===== src/rtl/round_ctrl.sv =====
// Round controller for a target-shooting game: sequences rounds, times out the
// aim window, judges shots against the current target and keeps the score.
module round_ctrl #(
    parameter int unsigned NUM_ROUNDS     = 8,
    parameter int unsigned TIMEOUT_CYCLES = 1000,
    parameter int unsigned TOL_X          = 1
) (
    input  logic       clk,
    input  logic       reset,
    input  logic       ena,
    input  logic       btn_start,
    input  logic       shot_valid,
    input  logic [4:0] shot_x,
    input  logic [4:0] shot_y,
    input  logic [4:0] target_x,
    input  logic [4:0] target_y,
    output logic       start_new_game,
    output logic       result_valid,
    output logic       hit,
    output logic [7:0] score,
    output logic [3:0] rounds_left,
    output logic       game_over
);

    localparam int unsigned CNT_W   = 16;
    localparam int unsigned SCORE_W = 8;
    localparam int unsigned ROUND_W = 4;
    localparam int unsigned DIST_W  = 6;

    localparam logic [CNT_W-1:0]   TMO_LAST   = CNT_W'(TIMEOUT_CYCLES - 1);
    localparam logic [DIST_W-1:0]  TOL        = DIST_W'(TOL_X);
    localparam logic [ROUND_W-1:0] ROUNDS     = ROUND_W'(NUM_ROUNDS);
    localparam logic [SCORE_W-1:0] SCORE_MAX  = '1;

    typedef enum logic [2:0] {
        S_IDLE   = 3'd0,
        S_LOAD   = 3'd1,
        S_SETTLE = 3'd2,
        S_AIM    = 3'd3,
        S_JUDGE  = 3'd4,
        S_DONE   = 3'd5
    } state_t;

    state_t               r_state;
    logic [CNT_W-1:0]     r_tmo;
    logic                 r_hit;
    logic [SCORE_W-1:0]   r_score;
    logic [ROUND_W-1:0]   r_rounds;

    logic [DIST_W-1:0]    w_dx;
    logic                 w_shot_hit;
    logic                 w_judge_hit;
    logic                 w_timeout;
    logic [ROUND_W-1:0]   w_rounds_dec;

    // Hit rule: absolute X distance widened so 31 vs 0 stays 31, never wraps.
    always_comb begin
        w_dx         = '0;
        w_shot_hit   = 1'b0;
        w_judge_hit  = 1'b0;
        w_timeout    = 1'b0;
        w_rounds_dec = '0;

        if (shot_x >= target_x) begin
            w_dx = DIST_W'(shot_x) - DIST_W'(target_x);
        end else begin
            w_dx = DIST_W'(target_x) - DIST_W'(shot_x);
        end

        w_shot_hit   = (shot_y == target_y) && (w_dx <= TOL);
        w_judge_hit  = shot_valid && w_shot_hit;
        w_timeout    = (r_tmo == TMO_LAST);
        w_rounds_dec = (r_rounds == '0) ? '0 : r_rounds - ROUND_W'(1);
    end

    // Game sequencer; every register holds while ena is low.
    always_ff @(posedge clk) begin
        if (reset) begin
            r_state  <= S_IDLE;
            r_tmo    <= '0;
            r_hit    <= 1'b0;
            r_score  <= '0;
            r_rounds <= '0;
        end else if (ena) begin
            case (r_state)
                S_IDLE, S_DONE: begin
                    if (btn_start) begin
                        r_state  <= S_LOAD;
                        r_score  <= '0;
                        r_rounds <= ROUNDS;
                        r_hit    <= 1'b0;
                    end
                end
                S_LOAD: begin
                    r_state <= S_SETTLE;
                end
                S_SETTLE: begin
                    r_state <= S_AIM;
                    r_tmo   <= '0;
                end
                S_AIM: begin
                    // A shot in the final timeout cycle is still judged as a shot.
                    if (shot_valid || w_timeout) begin
                        r_state  <= S_JUDGE;
                        r_hit    <= w_judge_hit;
                        r_rounds <= w_rounds_dec;
                        if (w_judge_hit && (r_score != SCORE_MAX)) begin
                            r_score <= r_score + SCORE_W'(1);
                        end
                    end else begin
                        r_tmo <= r_tmo + CNT_W'(1);
                    end
                end
                S_JUDGE: begin
                    if (r_rounds == '0) begin
                        r_state <= S_DONE;
                    end else begin
                        r_state <= S_LOAD;
                    end
                end
                default: begin
                    r_state <= S_IDLE;
                end
            endcase
        end
    end

    // Pulses are qualified by ena so a stalled pulse state emits exactly once.
    assign start_new_game = (r_state == S_LOAD)  && ena && !reset;
    assign result_valid   = (r_state == S_JUDGE) && ena && !reset;
    assign game_over      = (r_state == S_DONE);
    assign hit            = r_hit;
    assign score          = r_score;
    assign rounds_left    = r_rounds;

endmodule


===== config.mk =====
export PLATFORM = sky130hd
export DESIGN_NAME = round_ctrl
export DESIGN_NICKNAME = d
export VERILOG_FILES = /design/src/rtl/round_ctrl.sv
export SDC_FILE = /design/constraint.sdc
export NUM_CORES = 1
export LEC_CHECK = 0
export BUFFER_PORTS_ARGS = -buffer_cell sky130_fd_sc_hd__buf_2
export CAP_MARGIN = 20
export CORE_MARGIN = 5
export CORE_UTILIZATION = 50
export CTS_CLUSTER_DIAMETER = 100
export DETAILED_ROUTE_END_ITERATION = 12
export HOLD_SLACK_MARGIN = 0.12
export PLACE_DENSITY_LB_ADDON = 0.05
export SYNTH_ARGS = -nofsm -noshare
export SYNTH_HDL_FRONTEND = slang
export SYNTH_SLANG_ARGS = --single-unit

===== constraint.sdc =====
create_clock -name clk -period 3.1 [get_ports clk]
set_clock_uncertainty 0.1 [all_clocks]
set_input_delay 0.62 -clock clk [delete_from_list [all_inputs] [get_ports clk]]
set_output_delay 0.62 -clock clk [all_outputs]
set_load 0.02 [all_outputs]

Word level (Yosys, flattened, before mapping)
Index checks and enable logic that the tools add are counted.
{"block": "word_totals", "ff_bits": 32, "inputBits": 25, "output_inout_bits": 16}
{"block": "op_classes", "addsub": 5, "magnitude_cmp": 2, "n_eq_ne": 12, "mux": 18, "reduce_logical": 18}
{"op": "16-bit one-hot mux with 2 select lines", "count": 1}
{"op": "8-bit two-way mux", "count": 3}
{"op": "16-bit by 1-bit adder with 16-bit output (second input constant)", "count": 1}
{"op": "16-bit by 10-bit equality test with 1-bit output (second input constant)", "count": 1}
{"op": "16-bit two-way mux", "count": 1}
{"op": "8-bit one-hot mux with 2 select lines", "count": 1}
{"op": "3-bit one-hot mux with 5 select lines", "count": 1}
{"op": "4-bit two-way mux", "count": 3}
{"op": "5-bit by 5-bit subtractor with 6-bit output", "count": 2}
{"op": "3-bit two-way mux", "count": 3}
{"op": "8-bit by 1-bit adder with 8-bit output (second input constant)", "count": 1}
{"op": "2-bit inequality test (second input constant)", "count": 4}
{"op": "8-bit inequality test (second input constant)", "count": 1}
{"op": "4-bit one-hot mux with 2 select lines", "count": 1}
{"op": "1-bit logical AND", "count": 7}
{"op": "3-bit by 2-bit equality test with 1-bit output (second input constant)", "count": 2}
{"op": "3-bit equality test (second input constant)", "count": 2}
{"op": "6-bit by 1-bit <= comparator with 1-bit output (second input constant)", "count": 1}
{"op": "6-bit two-way mux", "count": 1}
{"op": "3-bit AND reduction", "count": 2}
{"op": "5-bit equality test", "count": 1}
{"op": "5-bit >= comparator", "count": 1}
{"op": "5-bit AND reduction", "count": 1}
{"op": "4-bit logical NOT", "count": 1}
{"op": "other kinds (10)", "count": 12}

Depth between registers and ports, before layout
Gate-level depths: netlist (run 1).
{"block": "logic_depth", "depth_word": 9, "mapped_depth": 10, "mapped_depth_nobuf": 10}

Worst setup path after synthesis (run 1)
OpenSTA, ideal clock, no wires.
{"block": "synth_path", "path_kind": "input port to flip-flop", "start": "input port shot_x[2]", "end": "register r_score[5] (netlist: score[5])", "setup_ns": 0.070, "arrival_ns": 2.878, "slack_ns": 0.052, "stages": 9, "path_cell_list": "inv_1 -> ha_1 -> buf_6 -> and3b_4 -> or4_4 -> a2111oi_4 -> a22oi_2 -> or4_1 -> a21oi_1"}
{"block": "synth_between", "elab_chain_cells": 8, "elab_cells_between_ends": 10}
{"element": "start, declared", "line_no": "13", "text": "input logic [4:0] shot_x,"}
{"element": "5-bit by 5-bit subtractor with 6-bit output (tied with other cells)", "line_no": "67", "text": "w_dx = DIST_W'(target_x) - DIST_W'(shot_x);"}
{"element": "6-bit two-way mux *", "line_no": "64", "text": "if (shot_x >= target_x) begin"}
{"element": "6-bit by 1-bit <= comparator with 1-bit output *", "line_no": "70", "text": "w_shot_hit = (shot_y == target_y) && (w_dx <= TOL);"}
{"element": "1-bit logical AND *", "line_no": "70"}
{"element": "1-bit logical AND *", "line_no": "71", "text": "w_judge_hit = shot_valid && w_shot_hit;"}
{"element": "1-bit logical AND *", "line_no": "107", "text": "if (w_judge_hit && (r_score != SCORE_MAX)) begin"}
{"element": "2-bit inequality test (no source line) *"}
{"element": "5-bit AND reduction (no source line) *"}
{"element": "end signal, assigned", "line_no": "108", "text": "r_score <= r_score + SCORE_W'(1);"}
{"element": "end, declared", "line_no": "47", "text": "logic [SCORE_W-1:0] r_score;"}
Every way passes the cells marked *; elsewhere a longest branch is shown, timed or not.
A chain may end at the register's enable or synchronous reset.

Worst setup path in the final report (run 1)
Same ends and word-level chain as after synthesis.

==> results, run 1 <==
- The setup TNS after final layout is 0 ps.
- The overall global routing resource usage is 16.8%.
- The class of the most critical setup path is in2reg.
- The HPWL reported at the end of detailed placement is 3860 um.
- Overall power consumption after layout is estimated at 0.000975 W.
- The fraction of post-synthesis cell area in the top cell type by area is 28.8%.
- The internal power component is 0.000728 W.
- The antenna diode count is 0.
- In the synthesized netlist the dominant register cell turns out to be sky130_fd_sc_hd__dfxtp_1.
- The final critical path time including I/O delays and setup is 2870 ps.
- In the routed layout, each cell is associated on average with a via count of 5.56.
- The family with the most delay on the worst path is simple AND/OR/NAND/NOR gates.
- The maximum achievable frequency is 349 MHz.
- The via count of the first global-routing pass was 1972.
- The netlist uses 55 different library cells.
- The maximum number of pins on one net before global-route repair is 17.
- The clock slew at the register clock pins of the worst setup and hold paths is 70 ps.
- The filler-free cell count of the finished design is 380.
- In the routed design, unresolved DRC markers number 0.
- The total of cells resized after clock tree synthesis is 0.
- In the post-synthesis netlist, the biggest area contributors are sky130_fd_sc_hd__dfxtp_1, sky130_fd_sc_hd__ha_1, sky130_fd_sc_hd__xnor2_1.
- The number of hold buffers added after cts is 0.
- The largest single stage delay on the critical path is 520 ps.
- For the worst setup path, the data required time is 3210 ps.
- In the final layout, the share of cells above drive strength 1 is 22.3%.
- Of all cell types, the one taking the most synthesized area is sky130_fd_sc_hd__dfxtp_1.
- The multi-input combinational cell area is 1450 um^2.
- The flip-flop and latch count after synthesis is 32.
- TritonCTS built the clock tree.
- The detailed-router iteration count before antenna repair is 4.
- The total of fill cells in the finished design is 392.
- The post-synthesis sequential area ratio is 28.8%.
- For this run, the number of Yosys warnings is 0.
- The layout-stage area growth over the synthesis result is 19.9%.
- The tree is rooted in a sky130_fd_sc_hd__clkbuf_8.
- In the synthesized netlist the async set-or-reset flop fraction comes to 0%.
- The final count of hold timing violations is 0.
- VDD sags by at most 0.215 mV.
- In the synthesized netlist, the number of instances is 275.
- The floorplan step set the die width to 76.7 um.
- The power per standard cell area is 366 nW/um^2.
- The actual transition at the worst max-transition pin is 662 ps.
- The critical path endpoint category is a flop.
- The count of antenna-violating nets left after detailed routing is 0.
- The register share of total power is 43.2%.
- The worst path arrival time is 2980 ps.
- The worst setup path is launched from a primary input.
- Buffers added to address setup during post-CTS repair amount to 0.
- Along the worst path, the maximum fanout reaches 7.
- For this design the total switching power over the nets is 0.000246 W.
- The part of the total power dissipated in combinational logic is 17.2%.
- The clock net sink count is 32.
- The number of buffers and inverters on the critical path is 2.
- The die is 76.7 um tall.
- The proportion of power drawn by the clock network is 39.6%.
- The switching part of the total is 25.3%.
- Setup violations remaining at the end of the flow were counted as 0.
- In this run the mean area of a mapped cell was 8.09 um^2.
- The core region is 4320 um^2.
- The average routed wire per standard cell is 13.2 um.
- Including well taps, the total number of placed cells is 372.
- The H-tree generated during clock tree synthesis spans 2 levels.
- The initial antenna violation count is 0.
- The placer congestion estimate is 0.809.
- The initial utilization of the core area, before any placement, comes to 51.4%.
- The first routing iteration left 146 violations.
- The combined flip-flop and latch cell area is 641 um^2.
- The leakage power of the design is 1.12 nW.
- The total detailed-routing wirelength is 5000 um.
- For this design the top-level I/O count stands at 41.
- Counting the buffers created by CTS gives 5.
- The clock passes through at most 2 buffers.
- Across the run, the number of max-cap violations was 0.
- The flow ran to the end, and the final reports show no timing, DRC or antenna violations.
- Buffers placed on the I/O ports in this run total 40.
- The first global-routing pass estimated 8440 um of wire.
- The total vias in the final route is 2111.
- The final count of pins violating max slew was 0.
- The summed instance area of the synthesized netlist is 2220 um^2.
- At the end of the flow the core is filled with cells to 61.6%.
- The die outline area is 5880 um^2.
- Hold is met by 363 ps.
- The synthesized design contains 0 enable-type register cells.
- Walking the worst path, the cells encountered are buf_2 -> inv_1 -> ha_1 -> and3b_4 -> or4_4 -> a2111oi_4 -> a22oi_2 -> or4_1 -> a21oi_1.
- The placement row count is 24.
- The cell with the biggest individual delay on the critical path is sky130_fd_sc_hd__or4_4.
- The class of the most critical hold timing path is reg2reg.
- Of the available clock period, the critical path in the final layout requires 92.5%.
- The clock insertion delay at the later pin of the skew report is 280 ps.
- The net total in the final layout is 368.
- The number of nets handed over by synthesis was 316.
- The total overflow left after global routing is 0.
- The worst slew slack as a fraction of its limit is 55.5%.
- Setup repair after global routing left no endpoint under its margin.
## cell usage in the layout, fill, tap and decap left out, types with 2 or more instances in the layout
master | synthesis | routed
sky130_fd_sc_hd__buf_2 | 1 | 40
sky130_fd_sc_hd__dfxtp_1 | 32 | 32
sky130_fd_sc_hd__inv_1 | 25 | 25
sky130_fd_sc_hd__nor2_1 | 23 | 23
sky130_fd_sc_hd__nand2_1 | 20 | 20
sky130_fd_sc_hd__a21oi_1 | 20 | 20
sky130_fd_sc_hd__xnor2_1 | 16 | 16
sky130_fd_sc_hd__ha_1 | 14 | 14
sky130_fd_sc_hd__buf_4 | 0 | 14
sky130_fd_sc_hd__nand3_1 | 11 | 11
sky130_fd_sc_hd__nor3_1 | 11 | 11
sky130_fd_sc_hd__o21ai_0 | 10 | 10
sky130_fd_sc_hd__nand4_1 | 8 | 8
sky130_fd_sc_hd__and3_1 | 6 | 6
sky130_fd_sc_hd__xor2_1 | 6 | 6
sky130_fd_sc_hd__or4_1 | 5 | 5
sky130_fd_sc_hd__o31ai_1 | 5 | 5
sky130_fd_sc_hd__clkbuf_8 | 0 | 5
sky130_fd_sc_hd__nor4_1 | 4 | 4
sky130_fd_sc_hd__or3_1 | 4 | 4
sky130_fd_sc_hd__nor2b_1 | 3 | 3
sky130_fd_sc_hd__a21o_1 | 2 | 2
sky130_fd_sc_hd__o21bai_1 | 2 | 2
sky130_fd_sc_hd__a31oi_1 | 2 | 2
sky130_fd_sc_hd__and2_1 | 2 | 2
sky130_fd_sc_hd__mux2i_1 | 2 | 2
sky130_fd_sc_hd__a21o_2 | 2 | 2
sky130_fd_sc_hd__a32oi_1 | 2 | 2
sky130_fd_sc_hd__nor3b_1 | 2 | 2
sky130_fd_sc_hd__a221oi_1 | 2 | 2
sky130_fd_sc_hd__fa_1 | 2 | 2
## routing by layer
layer	vias to the layer above	wire length (um)	track usage, %
met5	-	0	0
met4	0	58	4.20
met3	9	232	4.33
met2	45	2320	27.3
met1	964	2390	22.1
li1	1093	-	-
## through the flow
step           setup WS (ps)  area, um^2
2_1_floorplan           52.1        2220
3_3_place_gp           -19.3        2550
6_report                 234        2670
3_5_place_dp           -91.8        2550
5_1_grt                 79.0        2670
4_1_cts                  173        2660
## worst paths after layout
| kind | from | end | slack (ps) | cells after the start |
|---|---|---|---|---|
| max | shot_x[2] | score[5] | 230 | 9 |
| min | hit | hit | 360 | 2 |
| max reg2reg | r_tmo[3] | rounds_left[2] | 580 | 5 |
| min reg2reg | hit | hit | 360 | 2 |
## cell type report
class	instances	area share (%)
inverter	25	3.52
clock buffer	6	2.72
multi-input combinational	209	54.5
timing repair buffer	54	11.5
sequential	32	24.0
clock inverter	2	1.31
tap	52	2.44
## cell usage after synthesis (3+ instances only)
library cell,instances
sky130_fd_sc_hd__xor2_1,6
sky130_fd_sc_hd__a21oi_1,20
sky130_fd_sc_hd__o31ai_1,5
sky130_fd_sc_hd__xnor2_1,16
sky130_fd_sc_hd__nor2_1,23
sky130_fd_sc_hd__nand3_1,11
sky130_fd_sc_hd__clkbuf_1,6
sky130_fd_sc_hd__nor3_1,11
sky130_fd_sc_hd__inv_1,25
sky130_fd_sc_hd__or3_1,4
sky130_fd_sc_hd__or4_1,5
sky130_fd_sc_hd__nand2_1,20
sky130_fd_sc_hd__and3_1,6
sky130_fd_sc_hd__ha_1,14
sky130_fd_sc_hd__nand4_1,8
sky130_fd_sc_hd__nor2b_1,3
sky130_fd_sc_hd__nor4_1,4
sky130_fd_sc_hd__o21ai_0,10
sky130_fd_sc_hd__dfxtp_1,32
## flip-flops by register name, indices dropped and copies added, names as in the netlist
signal	count
r_state	3
score	8
rounds_left	4
hit	1
r_tmo	16
## power groups by stage
stage	registers [W]	logic [W]	clock network, W
6_report	0.000421	0.000167	0.000386
4_1_cts	0.000421	0.000167	0.000397
3_3_place_gp	0.000430	0.000164	0
2_1_floorplan	0.000428	0.000111	0
3_5_place_dp	0.000430	0.000167	0
5_1_grt	0.000421	0.000187	0.000419
## cells by family after synthesis
group | share of synthesized area (%)
XOR/XNOR | 8.67
multiplexers | 0.900
adder cells (fa/ha/maj) | 9.68
flip-flops | 28.8
buffers and inverters | 6.13
AND/OR/NAND/NOR | 26.6
AO/OA/AOI/OAI | 19.2
## tightest hold or removal path: cells and delay by family, from the launching register on
family	cells	cell delay, ps
AOI/OAI and AO/OA	1	50
and+or+nand+nor	1	50
DFF	1	310
No activity file was read; power rests on OpenSTA's default activity.
==> run 2, diff against run 1 <==
Settings changed: CORE_UTILIZATION 50 to 30.
==> run 2 against run 1 <==
Compared with the run above:
- critical path depth rose by 2
- total power grew 2.1%
- critical path type unchanged
- combinational power about the same
- largest power group unchanged
- cell area grew 2.6%
- clock power grew 5%
- hold slack better by 16 ps
==> results, run 2 (synthesis results as in run 1) <==
- The run finished with clean final reports.
- The critical path's most frequent cell is sky130_fd_sc_hd__inv_1.
- The critical path ends at score[7].
- The count of buffers inserted at the top-level ports came to 40 (unchanged).
- The worst register-to-register path ends at rounds_left[2].
- The net total in the final layout is 370 (+0.54%).
- The average routed wire per standard cell is 13.0 um (-0.93%).
- The post-place setup slack is -102 ps (-10.7 ps).
- The global-route wire length before repair was 9540 um (+13%).
- The post-layout utilization of the core was 37.7% (-24 points).
- The multi-input combinational cell area is 1450 um^2 (-0.34%).
- Setup repair after global routing left no endpoint under its margin.
- The worst stage delay on the critical path was 420 ps (-100 ps).
- The actual transition at the worst max-transition pin came to 659 ps (-3.39 ps).
- The final critical path time including I/O delays and setup is 2860 ps (-2.58 ps).
- The count of endpoints failing setup in the final report is 0 (unchanged).
- The iteration-0 DRC count of the detailed router was 59 (-60%).
- The die width is 96.1 um (+25%).
- The final worst hold slack came to 379 ps (+16.5 ps).
- The part of the cycle the worst path needs is 92.4% (about the same).
- The startpoint of the most critical setup path is target_x[0].
- The via count of the first global-routing pass is 2063 (+4.6%).
- The total CTS buffers is 5 (unchanged).
- The layout-stage area growth over the synthesis result is 23.0%.
- The startpoint of the worst-slack reg-to-reg timing path is r_tmo[3].
- The placer congestion estimate is 0.791 (-2.2%).
- The final count of hold timing violations was 0 (unchanged).
- The filler-free cell count of the finished design came to 429 (+13%).
- The clock net sink count is 32 (unchanged).
- CTS placed an instance of sky130_fd_sc_hd__clkbuf_8 at the clock tree root.
- The top cell types in the final layout, fill and taps aside, are sky130_fd_sc_hd__buf_2, sky130_fd_sc_hd__dfxtp_1, sky130_fd_sc_hd__inv_1, sky130_fd_sc_hd__nor2_1.
- The sum of internal, switching and leakage power is 0.000995 W (+2.1%).
- The number of setup buffers added after CTS is 0 (unchanged).
- The largest register by flop count is r_tmo.
- The residual DRC count was 0 (unchanged).
- The number of flip-flops in the largest register was 16 (unchanged).
- The final count of pins violating max slew is 0 (unchanged).
- The overall global routing resource usage is 12.9% (-3.9 points).
- The maximum number of pins on one net before global-route repair was 17 (unchanged).
- The length in cells of the worst reg-to-reg path is 5 (unchanged).
- The combined flip-flop and latch cell area is 641 um^2 (unchanged).
- The clock slew at the register clock pins of the worst setup and hold paths is 60 ps (about the same).
- The startpoint identified for the worst hold timing path is hit.
- The total of fill cells in the finished design is 780 (+99%).
- The average vias per placed instance came to 4.93 (-11%).
- The HPWL reported at the end of detailed placement is 4310 um (+12%).
- The worst-case register-to-register setup slack is 570 ps (about the same).
- The critical path goes through buf_2 -> inv_1 -> ha_1 -> inv_1 -> fa_1 -> a21o_2 -> a211o_1 -> a2111oi_1 -> a32oi_1 -> or3_1 -> a21oi_1.
- The setup slack of the critical path after layout is 236 ps (+2.58 ps).
- TritonCTS built the clock tree.
- The initial antenna violation count was 0 (unchanged).
- The die outline area is 9230 um^2 (+57%).
- The remaining global-route overflow was 0 (unchanged).
- The leakage power of the design came to 1.13 nW (+0.87%).
- The power per standard cell area is 364 nW/um^2 (-0.51%).
- The maximum achievable frequency was 349 MHz (about the same).
- The number of buffers on the longest clock path is 2 (unchanged).
- The height of the chip is 96.1 um (+25%).
- The placement row count came to 31 (+29%).
- The library cell used most frequently in the layout, excluding fill and tap cells, is sky130_fd_sc_hd__buf_2.
- The worst path arrival time came to 2980 ps (about the same).
- The required time of the critical path is 3210 ps (about the same).
- In this run the worst hold path is classified as reg2reg.
- The max capacitance violation total is 0 (unchanged).
- The total detailed-routing wirelength is 5590 um (+12%).
- The count of antenna-violating nets left after detailed routing is 0 (unchanged).
- The peak fanout along the critical path is 4 (-3).
- The total vias in the final route was 2113 (+0.095%).
- The cell total after placement is 421 (+13%).
- The worst setup path is captured at a flop.
- The worst slew slack as a fraction of its limit came to 56.0% (+0.47 points).
- The class of the most critical setup path is in2reg.
- The fraction of layout cells with a size suffix above 1 is 22.4% (+0.17 points).
- The level count of the clock H-tree was 2 (unchanged).
- The total I/O pin count is 41 (unchanged).
- The core footprint came to 7250 um^2 (+68%).
- The cell with the biggest individual delay on the critical path is sky130_fd_sc_hd__a2111oi_1.
- The worst IR drop on VDD is 0.264 mV (+23%).
- The antenna diode count was 0 (unchanged).
- The detailed-router iteration count before antenna repair is 4 (unchanged).
- The initial core utilization was 30.7% (-21 points).
- The worst setup path is launched from a primary input.
- The number of hold buffers added after cts is 0 (unchanged).
- The clock insertion delay at the later pin of the skew report was 290 ps (about the same).
run 2: worst max-delay path, delay by kind of cell:
| kind | cells | cell delay (ps) |
|---|---|---|
| buffers and inverters | 3 | 190 |
| AO/OA/AOI/OAI | 5 | 1260 |
| adder cells (fa/ha/maj) | 2 | 530 |
| AND/OR/NAND/NOR | 1 | 370 |
run 2: worst min-delay path by stage:
stage	slack (ps)	depth (start not counted)	end
6_report	380	2	hit
5_1_grt	420	2	hit
4_1_cts	390	2	hit
3_5_place_dp	380	2	hit
3_3_place_gp	380	2	r_tmo[1]
2_1_floorplan	360	2	r_tmo[1]
run 2: layout make-up:
class / count / share of cell area, %
Clock buffer: 6 / 2.65
Timing Repair Buffer: 56 / 11.7
Sequential cell: 32 / 23.4
Tap cell: 99 / 4.53
Clock inverter: 2 / 1.28
Multi-Input combinational cell: 209 / 53.0
Inverter: 25 / 3.43
run 2: routing by layer:
| layer | part of all wire, % | GRT usage, % | vias to the layer above | wire [um] |
|---|---|---|---|---|
| met5 | 0 | 0 | - | 0 |
| met4 | 1.0 | 3.55 | 0 | 57 |
| met3 | 3.3 | 2.97 | 7 | 183 |
| met2 | 45 | 21.0 | 29 | 2500 |
| met1 | 51 | 17.1 | 983 | 2840 |
| li1 | - | - | 1094 | - |
run 2: report_power, final:
group / switching (W) / internal (W) / total (W)
logic: 0.0000926 / 0.0000761 / 0.000169
clock network: 0.000166 / 0.000239 / 0.000405
registers: 0.00000640 / 0.000414 / 0.000421
run 2: metrics by stage:
step	setup TNS [ps]	cell area, um^2
after CTS	0	2730
final	0	2730
after global placement	-159	2630
after floorplan	0	2220
after global routing	0	2730
after detailed placement	-352	2630
run 2: what timing repair did:
item / in CTS / in global routing
endpoints found under the setup margin: 0 / 2
endpoints found under the hold margin: 0 / 0
resized for setup: 0 / 1
==> run 3, diff against run 2 <==
Settings changed: PLACE_DENSITY_LB_ADDON 0.05 to unset.
==> run 3 against run 2 <==
Compared with the run above:
- clock power grew 9.6%
- worst setup slack gained 26 ps
- first-iteration DRC count grew 19%
- die area is the same
==> results, run 3 (synthesis results as in run 1) <==
- The flow ran to the end, and the final reports show no timing, DRC or antenna violations.
- Among cell families on the critical path, the largest total delay comes from simple AND/OR/NAND/NOR gates.
- The total vias in the final route is 2107 (-0.28%).
- The number of flip-flops in the largest register is 16 (unchanged).
- The fraction of layout cells with a size suffix above 1 came to 22.5% (+0.068 points).
- The setup slack of the critical path after layout was 263 ps (+26.3 ps).
- The maximum number of pins on one net before global-route repair came to 17 (unchanged).
- The power per standard cell area is 376 nW/um^2 (+3.3%).
- The part of the total power dissipated in combinational logic is 16.1% (-0.9 points).
- Setup repair after global routing left no endpoint under its margin.
- The class of the most critical setup path is in2reg.
- The total CTS buffers was 5 (unchanged).
- The total detailed-routing wirelength is 5180 um (-7.3%).
- The multi-input combinational cell area is 1450 um^2 (unchanged).
- TritonCTS built the clock tree.
- The filler-free cell count of the finished design came to 428 (-0.23%).
- The residual DRC count came to 0 (unchanged).
- The total of fill cells in the finished design was 748 (-4.1%).
- The final worst hold slack is 385 ps (+5.80 ps).
- The count of antenna-violating nets left after detailed routing was 0 (unchanged).
- The placer congestion estimate is 0.790 (-0.18%).
- The final critical path time including I/O delays and setup came to 2840 ps (-26.3 ps).
- The placement row count is 31 (unchanged).
- The cell with the biggest individual delay on the critical path is sky130_fd_sc_hd__or4_4.
- The cell total after placement is 420 (-0.24%).
- The die outline area is 9230 um^2 (unchanged).
- The required time of the critical path is 3220 ps (about the same).
- The worst slew slack as a fraction of its limit came to 53.9% (-2.1 points).
- The net switching power is 0.000258 W (-2.7%).
- The iteration-0 DRC count of the detailed router is 70 (+19%).
- The part of the cycle the worst path needs is 91.5% (-0.85 points).
- The HPWL reported at the end of detailed placement is 3960 um (-8.1%).
- The length in cells of the worst reg-to-reg path is 6 (+1).
- The detailed-router iteration count before antenna repair was 4 (unchanged).
- The final count of pins violating max slew is 0 (unchanged).
- The worst IR drop on VDD is 0.154 mV (-42%).
- The average vias per placed instance is 4.92 (about the same).
- The count of cells along the worst hold path is 2 (unchanged).
- The worst-case register-to-register setup slack is 570 ps (about the same).
- The combined flip-flop and latch cell area is 641 um^2 (unchanged).
- The overall global routing resource usage is 11.9% (-1.1 points).
- The net total in the final layout came to 369 (-0.27%).
- In the layout the commonest cells are sky130_fd_sc_hd__buf_2, sky130_fd_sc_hd__dfxtp_1, sky130_fd_sc_hd__inv_1, sky130_fd_sc_hd__nor2_1.
- The count of endpoints failing setup in the final report is 0 (unchanged).
- The startpoint identified for the worst hold timing path is hit.
- The post-place setup slack is -54.4 ps (+48.0 ps).
- The average routed wire per standard cell is 12.1 um (-7.1%).
- The global-route wire length before repair is 8680 um (-9.0%).
- The max capacitance violation total was 0 (unchanged).
- The worst register-to-register path ends at rounds_left[3].
- The initial core utilization is 30.7% (unchanged).
- The count of buffers inserted at the top-level ports is 40 (unchanged).
- The height of the chip was 96.1 um (unchanged).
- The leakage power of the design is 1.14 nW (+0.36%).
- The startpoint identified for the worst register-to-register timing path is r_tmo[3].
- The peak fanout along the critical path came to 5 (+1).
- The number of setup buffers added after CTS is 0 (unchanged).
- The via count of the first global-routing pass is 1931 (-6.4%).
- The number of stages on the worst setup path was 9 (-2).
- CTS placed an instance of sky130_fd_sc_hd__clkbuf_8 at the clock tree root.
- The clock insertion delay at the later pin of the skew report is 290 ps (about the same).
- Relative to the synthesized area, the layout overhead comes to 23.5%.
- The switching part of the total is 25.0% (-1.7 points).
- The clock net sink count is 32 (unchanged).
- The sum of buffers and inverters on the critical path is 2 (-1).
- The final count of hold timing violations was 0 (unchanged).
- The worst stage delay on the critical path is 520 ps (+100 ps).
- The maximum achievable frequency is 352 MHz (+0.93%).
- The nature of the critical path startpoint is a primary input.
- The initial antenna violation count was 0 (unchanged).
- The die width came to 96.1 um (unchanged).
- The number of buffers on the longest clock path is 2 (unchanged).
- The level count of the clock H-tree is 2 (unchanged).
- The antenna diode count was 0 (unchanged).
- The proportion of power drawn by the clock network was 43.1% (+2.4 points).
- The core footprint is 7250 um^2 (unchanged).
- Walking the worst path, the cells encountered are buf_2 -> inv_1 -> ha_1 -> and3b_4 -> or4_4 -> a2111oi_4 -> a22oi_2 -> or4_1 -> a21oi_1.
- The worst hold path belongs to the class reg2reg.
- STA classifies the critical path endpoint as a flop.
- The actual transition at the worst max-transition pin is 686 ps (+27.8 ps).
- The worst hold path terminates at hit.
- The remaining global-route overflow was 0 (unchanged).
- The total I/O pin count was 41 (unchanged).
- The clock slew at the register clock pins of the worst setup and hold paths came to 70 ps (about the same).
- The register share of total power is 40.8% (-1.5 points).
- The setup TNS after final layout was 0 ps (unchanged).
- Leaving out fill and tap cells, the most frequent cell in the layout is sky130_fd_sc_hd__buf_2.
- More flip-flops sit in one register than any other, and that register is r_tmo.
- The internal power component is 0.000773 W (+6.0%).
- The worst path arrival time was 2960 ps (-20 ps).
==> run 3: changes by cell type in the layout (fill, tap and decap cells not counted) <==
cell / delta
sky130_fd_sc_hd__clkbuf_1: -1
sky130_fd_sc_hd__clkinv_2: -1
sky130_fd_sc_hd__buf_4: -1
sky130_fd_sc_hd__clkbuf_8: +2
==> run 3: worst min-delay path, cell delays in order (launching register included) <==
cell and delay [ps]:
sky130_fd_sc_hd__dfxtp_1 330, sky130_fd_sc_hd__nand2_1 60, sky130_fd_sc_hd__a21oi_1 50
==> run 3: how the worst max path moves through the flow <==
stage	startpoint	endpoint	slack, ps
final	shot_x[2]	score[4]	260
after global routing	target_x[0]	score[0]	60
after CTS	target_x[0]	score[7]	250
after detailed placement	target_x[0]	score[7]	-50
after global placement	shot_x[2]	score[3]	-10
after floorplan	shot_x[2]	score[5]	50
==> run 3: metal layers <==
| layer | vias to the layer above | part of all wire, % | global-route usage (%) |
|---|---|---|---|
| met2 | 38 | 43 | 18.1 |
| met5 | - | 0 | 0 |
| met4 | 0 | 1.6 | 4.62 |
| li1 | 1093 | - | - |
| met3 | 8 | 4.2 | 2.50 |
| met1 | 968 | 51 | 16.2 |
==> run 3: layout make-up <==
class,count,share of cell area (%)
well taps,99,4.51
flip-flops and latches,32,23.3
clock inverters,1,1.09
inverters,25,3.42
repair buffers,55,11.4
multi-input cells,209,52.7
clock buffers,7,3.51
==> run 3: through the flow <==
step | util, % | cell area, um^2 | total power (W)
floorplan | - | 2220 | 0.000539
global placement | 36.1 | 2620 | 0.000595
detailed placement | 36.1 | 2620 | 0.000596
CTS | 37.8 | 2740 | 0.00104
global route | 37.8 | 2750 | 0.00108
finish | 37.8 | 2750 | 0.00103
==> run 3: repair_timing <==
item | 4_1_cts | 5_1_grt
endpoints found under the setup margin | 0 | 1
resized for setup | 0 | 1
hold buffers | 0 | 0
==> run 3: power groups by stage <==
| stage | combinational (W) | clock (W) | sequential [W] |
|---|---|---|---|
| detailed placement | 0.000166 | 0 | 0.000430 |
| CTS | 0.000166 | 0.000457 | 0.000421 |
| floorplan | 0.000111 | 0 | 0.000428 |
| finish | 0.000166 | 0.000444 | 0.000421 |
| global placement | 0.000165 | 0 | 0.000430 |
| global route | 0.000185 | 0.000475 | 0.000422 |
